===== src/rtl/mem_arbiter.sv =====
// mem_arbiter: two-master req/ack arbiter and sequencer for the shared 128x16 RAM.
// Each access runs IDLE -> ACC -> ACK; the RAM port is driven only during ACC.
// Optional build macro: MEM_ARB_FIXED_PRIO_EN (m0 always wins on contention).
// Default build uses bounded-burst round-robin limited by MAX_BURST.
module mem_arbiter #(
    parameter int unsigned AW        = 12,
    parameter int unsigned DW        = 16,
    parameter int unsigned DEPTH     = 128,
    parameter int unsigned MAX_BURST = 4
) (
    input  logic          clk,
    input  logic          rst_n,
    input  logic          m0_req,
    input  logic          m0_we,
    input  logic [AW-1:0] m0_addr,
    input  logic [DW-1:0] m0_wdata,
    output logic          m0_ack,
    output logic [DW-1:0] m0_rdata,
    output logic          m0_err,
    input  logic          m1_req,
    input  logic          m1_we,
    input  logic [AW-1:0] m1_addr,
    input  logic [DW-1:0] m1_wdata,
    output logic          m1_ack,
    output logic [DW-1:0] m1_rdata,
    output logic          m1_err,
    output logic [AW-1:0] mem_addr,
    output logic [DW-1:0] mem_wdata,
    output logic          mem_we,
    input  logic [DW-1:0] mem_rdata,
    output logic          owner
);

    localparam int unsigned BW = $clog2(MAX_BURST + 1);
    localparam logic [BW-1:0] BurstOne = BW'(1);

    typedef enum logic [1:0] {StIdle, StAcc, StAck} state_e;

    state_e        state_q, state_d;
    logic          owner_q, owner_d;
    logic          last_q, last_d;
    logic [BW-1:0] burst_q, burst_d;
    logic [1:0]    ack_q, ack_d;
    logic [1:0]    err_q, err_d;
    logic [DW-1:0] rdata0_q, rdata0_d;
    logic [DW-1:0] rdata1_q, rdata1_d;

    logic          cur_we;
    logic [AW-1:0] cur_addr;
    logic [DW-1:0] cur_wdata;
    logic          in_range;
    logic          winner;

    // Route the current owner's request onto the shared path.
    always_comb begin
        cur_we    = owner_q ? m1_we    : m0_we;
        cur_addr  = owner_q ? m1_addr  : m0_addr;
        cur_wdata = owner_q ? m1_wdata : m0_wdata;
        in_range  = (32'(cur_addr) < DEPTH);
    end

    // Pick the master to grant in IDLE.
    always_comb begin
`ifdef MEM_ARB_FIXED_PRIO_EN
        winner = ~m0_req;
`else
        if (m0_req && m1_req) begin
            // burst_q == 0 means nothing granted since reset, so "other" (m0) wins.
            if ((burst_q != '0) && (32'(burst_q) < MAX_BURST)) begin
                winner = last_q;
            end else begin
                winner = ~last_q;
            end
        end else begin
            winner = m1_req;
        end
`endif
    end

    // Next-state, RAM port and response capture.
    always_comb begin
        state_d   = state_q;
        owner_d   = owner_q;
        last_d    = last_q;
        burst_d   = burst_q;
        ack_d     = '0;
        err_d     = err_q;
        rdata0_d  = rdata0_q;
        rdata1_d  = rdata1_q;
        mem_addr  = '0;
        mem_wdata = '0;
        mem_we    = 1'b0;

        unique case (state_q)
            StIdle: begin
                if (m0_req || m1_req) begin
                    owner_d = winner;
                    last_d  = winner;
`ifndef MEM_ARB_FIXED_PRIO_EN
                    if (winner == last_q) begin
                        if (32'(burst_q) < MAX_BURST) begin
                            burst_d = burst_q + BurstOne;
                        end
                    end else begin
                        burst_d = BurstOne;
                    end
`endif
                    state_d = StAcc;
                end
            end
            StAcc: begin
                mem_addr  = cur_addr;
                mem_wdata = cur_wdata;
                mem_we    = cur_we & in_range;
                ack_d[owner_q] = 1'b1;
                err_d[owner_q] = ~in_range;
                if (owner_q) begin
                    rdata1_d = in_range ? mem_rdata : '0;
                end else begin
                    rdata0_d = in_range ? mem_rdata : '0;
                end
                state_d = StAck;
            end
            StAck: begin
                state_d = StIdle;
            end
            default: begin
                state_d = StIdle;
            end
        endcase
    end

    // State register; reset aborts any access in flight.
    always_ff @(posedge clk or negedge rst_n) begin
        if (!rst_n) begin
            state_q  <= StIdle;
            owner_q  <= 1'b0;
            last_q   <= 1'b1;
            burst_q  <= '0;
            ack_q    <= '0;
            err_q    <= '0;
            rdata0_q <= '0;
            rdata1_q <= '0;
        end else begin
            state_q  <= state_d;
            owner_q  <= owner_d;
            last_q   <= last_d;
            burst_q  <= burst_d;
            ack_q    <= ack_d;
            err_q    <= err_d;
            rdata0_q <= rdata0_d;
            rdata1_q <= rdata1_d;
        end
    end

    assign m0_ack   = ack_q[0];
    assign m1_ack   = ack_q[1];
    assign m0_err   = err_q[0];
    assign m1_err   = err_q[1];
    assign m0_rdata = rdata0_q;
    assign m1_rdata = rdata1_q;
    assign owner    = owner_q;

endmodule


===== config.mk =====
export PLATFORM = sky130hd
export DESIGN_NAME = mem_arbiter
export DESIGN_NICKNAME = d
export VERILOG_FILES = /design/src/rtl/mem_arbiter.sv
export SDC_FILE = /design/constraint.sdc
export NUM_CORES = 1
export LEC_CHECK = 0
export ABC_CLOCK_PERIOD_IN_PS = 4300
export CORE_MARGIN = 5
export CORE_UTILIZATION = 39
export CTS_CLUSTER_DIAMETER = 80
export CTS_CLUSTER_SIZE = 8
export DETAILED_ROUTE_END_ITERATION = 10
export PLACE_DENSITY = 0.86
export SLEW_MARGIN = 30
export SYNTH_ARGS = -nofsm -noshare
export SYNTH_HDL_FRONTEND = slang
export SYNTH_SLANG_ARGS = --single-unit

===== constraint.sdc =====
create_clock -name clk -period 4.3 [get_ports clk]
set_input_delay 0.645 -clock clk [delete_from_list [all_inputs] [get_ports clk]]
set_output_delay 0.645 -clock clk [all_outputs]
set_load 0.05 [all_outputs]

* After elaboration in Yosys (flattened, before gate mapping)
Cells that the tools add are included.
** Operators by class
- Eq/ne operators :: 4
- $lt $le $gt $ge :: 4
- Add/subtract/negate cells :: 1
- Bitwise logic cells :: 4
- Mux-type cells :: 17
- Reduce and logical (&&, ||, !) cells :: 10
** Operators with widths (count)
- 16-bit two-way mux :: 3
- 12-bit two-way mux :: 2
- 12-bit by 8-bit less-than comparator with 1-bit output (second input constant) :: 1
- 3-bit two-way mux :: 2
- 2-bit AND reduction :: 3
- 1-bit two-way mux :: 5
- 2-bit two-way mux :: 2
- 2-bit one-hot mux with 2 select lines :: 1
- 3-bit by 1-bit adder with 3-bit output (second input constant) :: 1
- 1-bit logical AND :: 3
- 3-bit less-than comparator (second input constant) :: 1
- 1-bit inverter :: 3
- 3-bit AND reduction :: 1
- 3-bit nonzero test :: 1
- 2-bit bitwise mux :: 1
- 2-bit by 1-bit == test with 1-bit output (second input constant) :: 1
- 2-bit zero test :: 1
- 1-bit by 2-bit less-than comparator with 1-bit output (second input constant) :: 1
- 2-bit by 1-bit != test with 1-bit output (second input constant) :: 1
- 2-bit != test (second input constant) :: 1
- 1-bit AND :: 1
- 1-bit demux with 1-bit select :: 1
- 1-bit == test :: 1
- 1-bit greater-or-equal comparator (second input constant) :: 1
- 1-bit logical OR :: 1
** Storage, ports and cells
- Flip-flop bits (word level) :: 43
- Logic and storage cells :: 48

* Depth between registers and ports, before layout
- Depth after elaboration :: 7
- Mapped depth :: 6
- Mapped depth without buffers :: 5

* Worst setup path after synthesis
OpenSTA, ideal clock, no wires.
- Kind :: reg-to-output
- Start :: register owner_q, in the netlist owner
- End :: output port mem_we
- Data arrival time :: 2240 ps
- Path slack :: 1415 ps
- Stages on the path, launching flop included :: 5
- Data required time :: 3655 ps
- Path through :: dfrtp_1 buf_6 buf_2 a21oi_1 nor3_1
** Between the ends
- Word-level cells in the longest chain between the ends :: 4
- Elaborated cells between the ends (all ways) :: 5
- Classes of those cells :: order compare (1); mux (3); bitwise (1)
** Ends and longest elaborated chain
- from (decl) :: RTL line 40 : logic owner_q, owner_d;
- from (signal assigned) :: RTL line 146 : owner_q <= owner_d;
- 12-bit two-way mux :: RTL line 57 : cur_addr = owner_q ? m1_addr : m0_addr;
- 12-bit by 8-bit less-than comparator with 1-bit output :: RTL line 59 : in_range = (32'(cur_addr) < DEPTH);
- 1-bit AND (*) :: RTL line 114 : mem_we = cur_we & in_range;
- 1-bit two-way mux (*) :: RTL line 94 : unique case (state_q)
- to (decl) :: RTL line 29 : output logic mem_we,
Mark *: on every way between the ends. The rest lies on a longest branch, timed or not.

* Worst setup path after layout
- Start :: input port m1_addr[8]
- End :: output port mem_we
** Between the ends
- Word-level cells in the longest chain between the ends :: 4
** Ends and longest elaborated chain
- from (decl) :: RTL line 22 : input logic [AW-1:0] m1_addr,
- 12-bit two-way mux :: RTL line 57
- 12-bit by 8-bit less-than comparator with 1-bit output :: RTL line 59
- 1-bit AND :: RTL line 114
- 1-bit two-way mux :: RTL line 94
No other way between the ends.

==> summary.txt <==
STA
  – Final worst path period share: 76.5%
  – Relative slew slack: 50.4%
  – Fin Setup TNS: 0 ns
  – Worst Tran Pin Value: 0.725 ns
  – Post-route setup slack: 1.01 ns
  – Post-route minimum period: 3.29 ns
  – Unrepaired setup endpoints after global routing: false
  – Final hold vios: 0
  – Hold_ws: 0.323 ns
  – Max Freq: 0.304 GHz
  – Final setup viols: 0
  – Fin. max-slew vios: 0
  – Setup Skew: 0.00703 ns

Final layout
  – Finished Layout Cells: 437
  – Finished Cell Area: 0.00376 mm^2
  – Filler cells: 449
  – Final Util: 67.9%
  – Share of cells above drive strength 1: 4.66%
  – Register area: 0.00108 mm^2
  – Multi-input logic area: 0.00104 mm^2
  – # nets final: 444
  – Antenna Cells: 0
  – Area Growth Syn to Fin: 68.3%

Worst setup path
  – CP arrival: 2.64 ns
  – CP startpoint kind: input port
  – CP Capture Type: primary output
  – Crit path kind: in2out
  – CP required: 3.65 ns
  – Crit Path Max Fanout: 3
  – Reg2reg end: err_q[1]
  – Crit-path leading delay family: buffers and inverters
  – Reg2Reg Depth: 5
  – Worst r2r src: owner
  – Critical-path cell list: clkdlybuf4s50_1 > nor3_1 > a21oi_1 > nor3_1 > clkdlybuf4s50_1
  – R2R Setup Slk: 1.99 ns
  – Crit path buf inv count: 2
  – Slowest stage delay, CP: 0.84 ns
  – Crit path max-delay cell type: clkdlybuf4s50_1

Detailed routing
  – Vias: 2238
  – Drt total wl: 7.02 mm
  – Top Metal Used: met4
  – Met3 routed wirelength: 780 um
  – WL/cell: 16.1 um
  – Initial DRC count: 56
  – Antenna-violating nets left: 0
  – Detail Route met2 WL: 3.41 mm
  – Residual DRC: 0
  – Via density: 5.12
  – DR pass1 iterations: 4
  – M1 wire length: 2.71 mm

Die
  – IO Pins: 144
  – Die ar.: 0.00734 mm^2
  – Site row count: 27
  – Core box area: 0.00554 mm^2
  – Vert. Die Dim: 85.7 um
  – Die Width: 85.7 um
  – Initial core utilization: 40.3%

Power
  – Logic gate share of total power: 61.3%
  – Static Leakage: 1.58 nW
  – Clk pwr share: 11.6%
  – PD cells: 558 mW/mm^2
  – Max VDD drop: 0.395 mV
  – NetSw: 1.04 mW
  – Reg power frac: 27.1%
  – Total power: 2.10 mW
  – Switch share: 49.6%
  – Int Pwr: 1.06 mW

Run status
  – Outcome: complete, no violations

Logic synthesis
  – Post-Syn Area: 0.00223 mm^2
  – Post-synth ARST share: 100%
  – Synthesis Warnings: 0
  – Post-synth EDFFs: 0
  – Gate Count Post-Synth: 227
  – Ys flop type: dfrtp_1
  – Unique masters post-synth: 41
  – Most common cell in the synthesized netlist: dfrtp_1
  – Most frequent cells after synthesis: dfrtp_1, nand2_1, nor2_1
  – Syn Area/Cell: 9.84 um^2
  – Seq cells post-synth: 43
  – Top-area cell type share of the netlist area: 47.1%
  – Syn nets: 307
  – Yosys top cell by area: dfrtp_1
  – Top post-synthesis cells by area: dfrtp_1, mux2i_1, a22o_1
  – Post-synthesis sequential area ratio: 48.2%

CTS
  – CTS max path bufs: 2
  – Root Buffer Master: clkbuf_8
  – Post-CTS Resized: 0
  – Post-CTS setup buffer count: 0
  – H-tree levels: 2
  – Clock latency on the worst-skew pair: 0.29 ns
  – Clk sink count: 43
  – Cts hold-fix bufs: 0
  – Number of CTS-inserted buffers: 5
  – Clock slew at reported path FFs: 0.08 ns
  – CTS tree: yes

Run
  – Maxcap violations: 0

Placement
  – Post-DP Area: 0.00367 mm^2
  – Pre-CTS setup slack: 0.970 ns
  – # port buffers: 143
  – Final HPWL DP: 5.65 mm
  – Dpl cells: 429
  – Final RePlAce weighted congestion: 0.826

Global route
  – Overflow after GRT: 0
  – Total GRT Usage: 19.0%
  – First-pass GRT wire length: 11.3 mm
  – Pin count of the biggest net entering global routing: 44
  – Initial antenna violation count: 0
  – Vias in the first global route: 2347

Worst hold path
  – Worst hold path class: in2async
-- layout by cell type (no fill, tap or decap), drive strengths merged --
cell type / n
a2111oi: 1
and4bb: 1
nand3b: 1
nand2b: 3
a221oi: 1
a31oi: 2
inv: 7
nor3b: 2
clkinvlp: 1
o31ai: 1
a22o: 16
or2: 2
o41ai: 1
or3: 1
or2b: 1
buf: 2
o2bb2ai: 1
nand2: 35
nor3: 3
a21boi: 1
nor2: 32
ha: 2
mux2i: 29
a22oi: 1
a21oi: 3
o32a: 1
o32ai: 1
o21ai: 17
a32oi: 1
clkinv: 2
nor2b: 1
dfrtp: 42
clkbuf: 6
clkdlybuf4s50: 142
dfstp: 1
nor4: 1
-- power by group through the flow --
stage	clock (mW)	sequential [mW]	combinational, mW
after floorplan	0	0.673	0.776
after global placement	0	0.571	1.28
after detailed placement	0	0.576	1.30
after CTS	0.251	0.568	1.30
after global routing	0.269	0.584	1.36
final	0.244	0.568	1.29
-- logic make-up after synthesis --
group           Yosys count  share of synthesized area [%]
compound gates           48                           15.2
fa+ha+maj                 2                           1.12
buf+inv                  22                           5.32
flops                    43                           48.2
mux                      29                           13.0
simple gates             83                           17.1
-- metal layers --
layer / vias to the layer above / track usage [%]
met4: 0 / 5.47
met3: 11 / 7.30
met2: 127 / 33.9
met5: - / 0
met1: 1036 / 20.9
li1: 1064 / -
-- area by class of cell --
class	instances	share of cell area, %
Tap cell	72	2.40
Clock inverter	2	0.333
Inverter	8	0.799
Clock buffer	6	1.93
Timing Repair Buffer	144	38.2
Sequential cell	43	28.7
Multi-Input combinational cell	162	27.7
-- state kept, by name, indices dropped and copies added, names as in the netlist --
signal	cells
ack_q	2
burst_q	3
err_q	2
last_q	1
m0_rdata	16
m1_rdata	16
owner	1
state_q	2
-- worst max-delay path by stage --
stage,slack [ns],endpoint,startpoint,cells past startpoint
2_1_floorplan,1.41,mem_we,owner,4
3_3_place_gp,1.04,mem_we,m1_addr[8],5
3_5_place_dp,0.97,mem_we,m1_addr[8],5
4_1_cts,0.97,mem_we,m1_addr[8],5
5_1_grt,0.86,mem_we,m1_addr[8],5
6_report,1.01,mem_we,m1_addr[8],5
(Power assumes the default switching activity.)
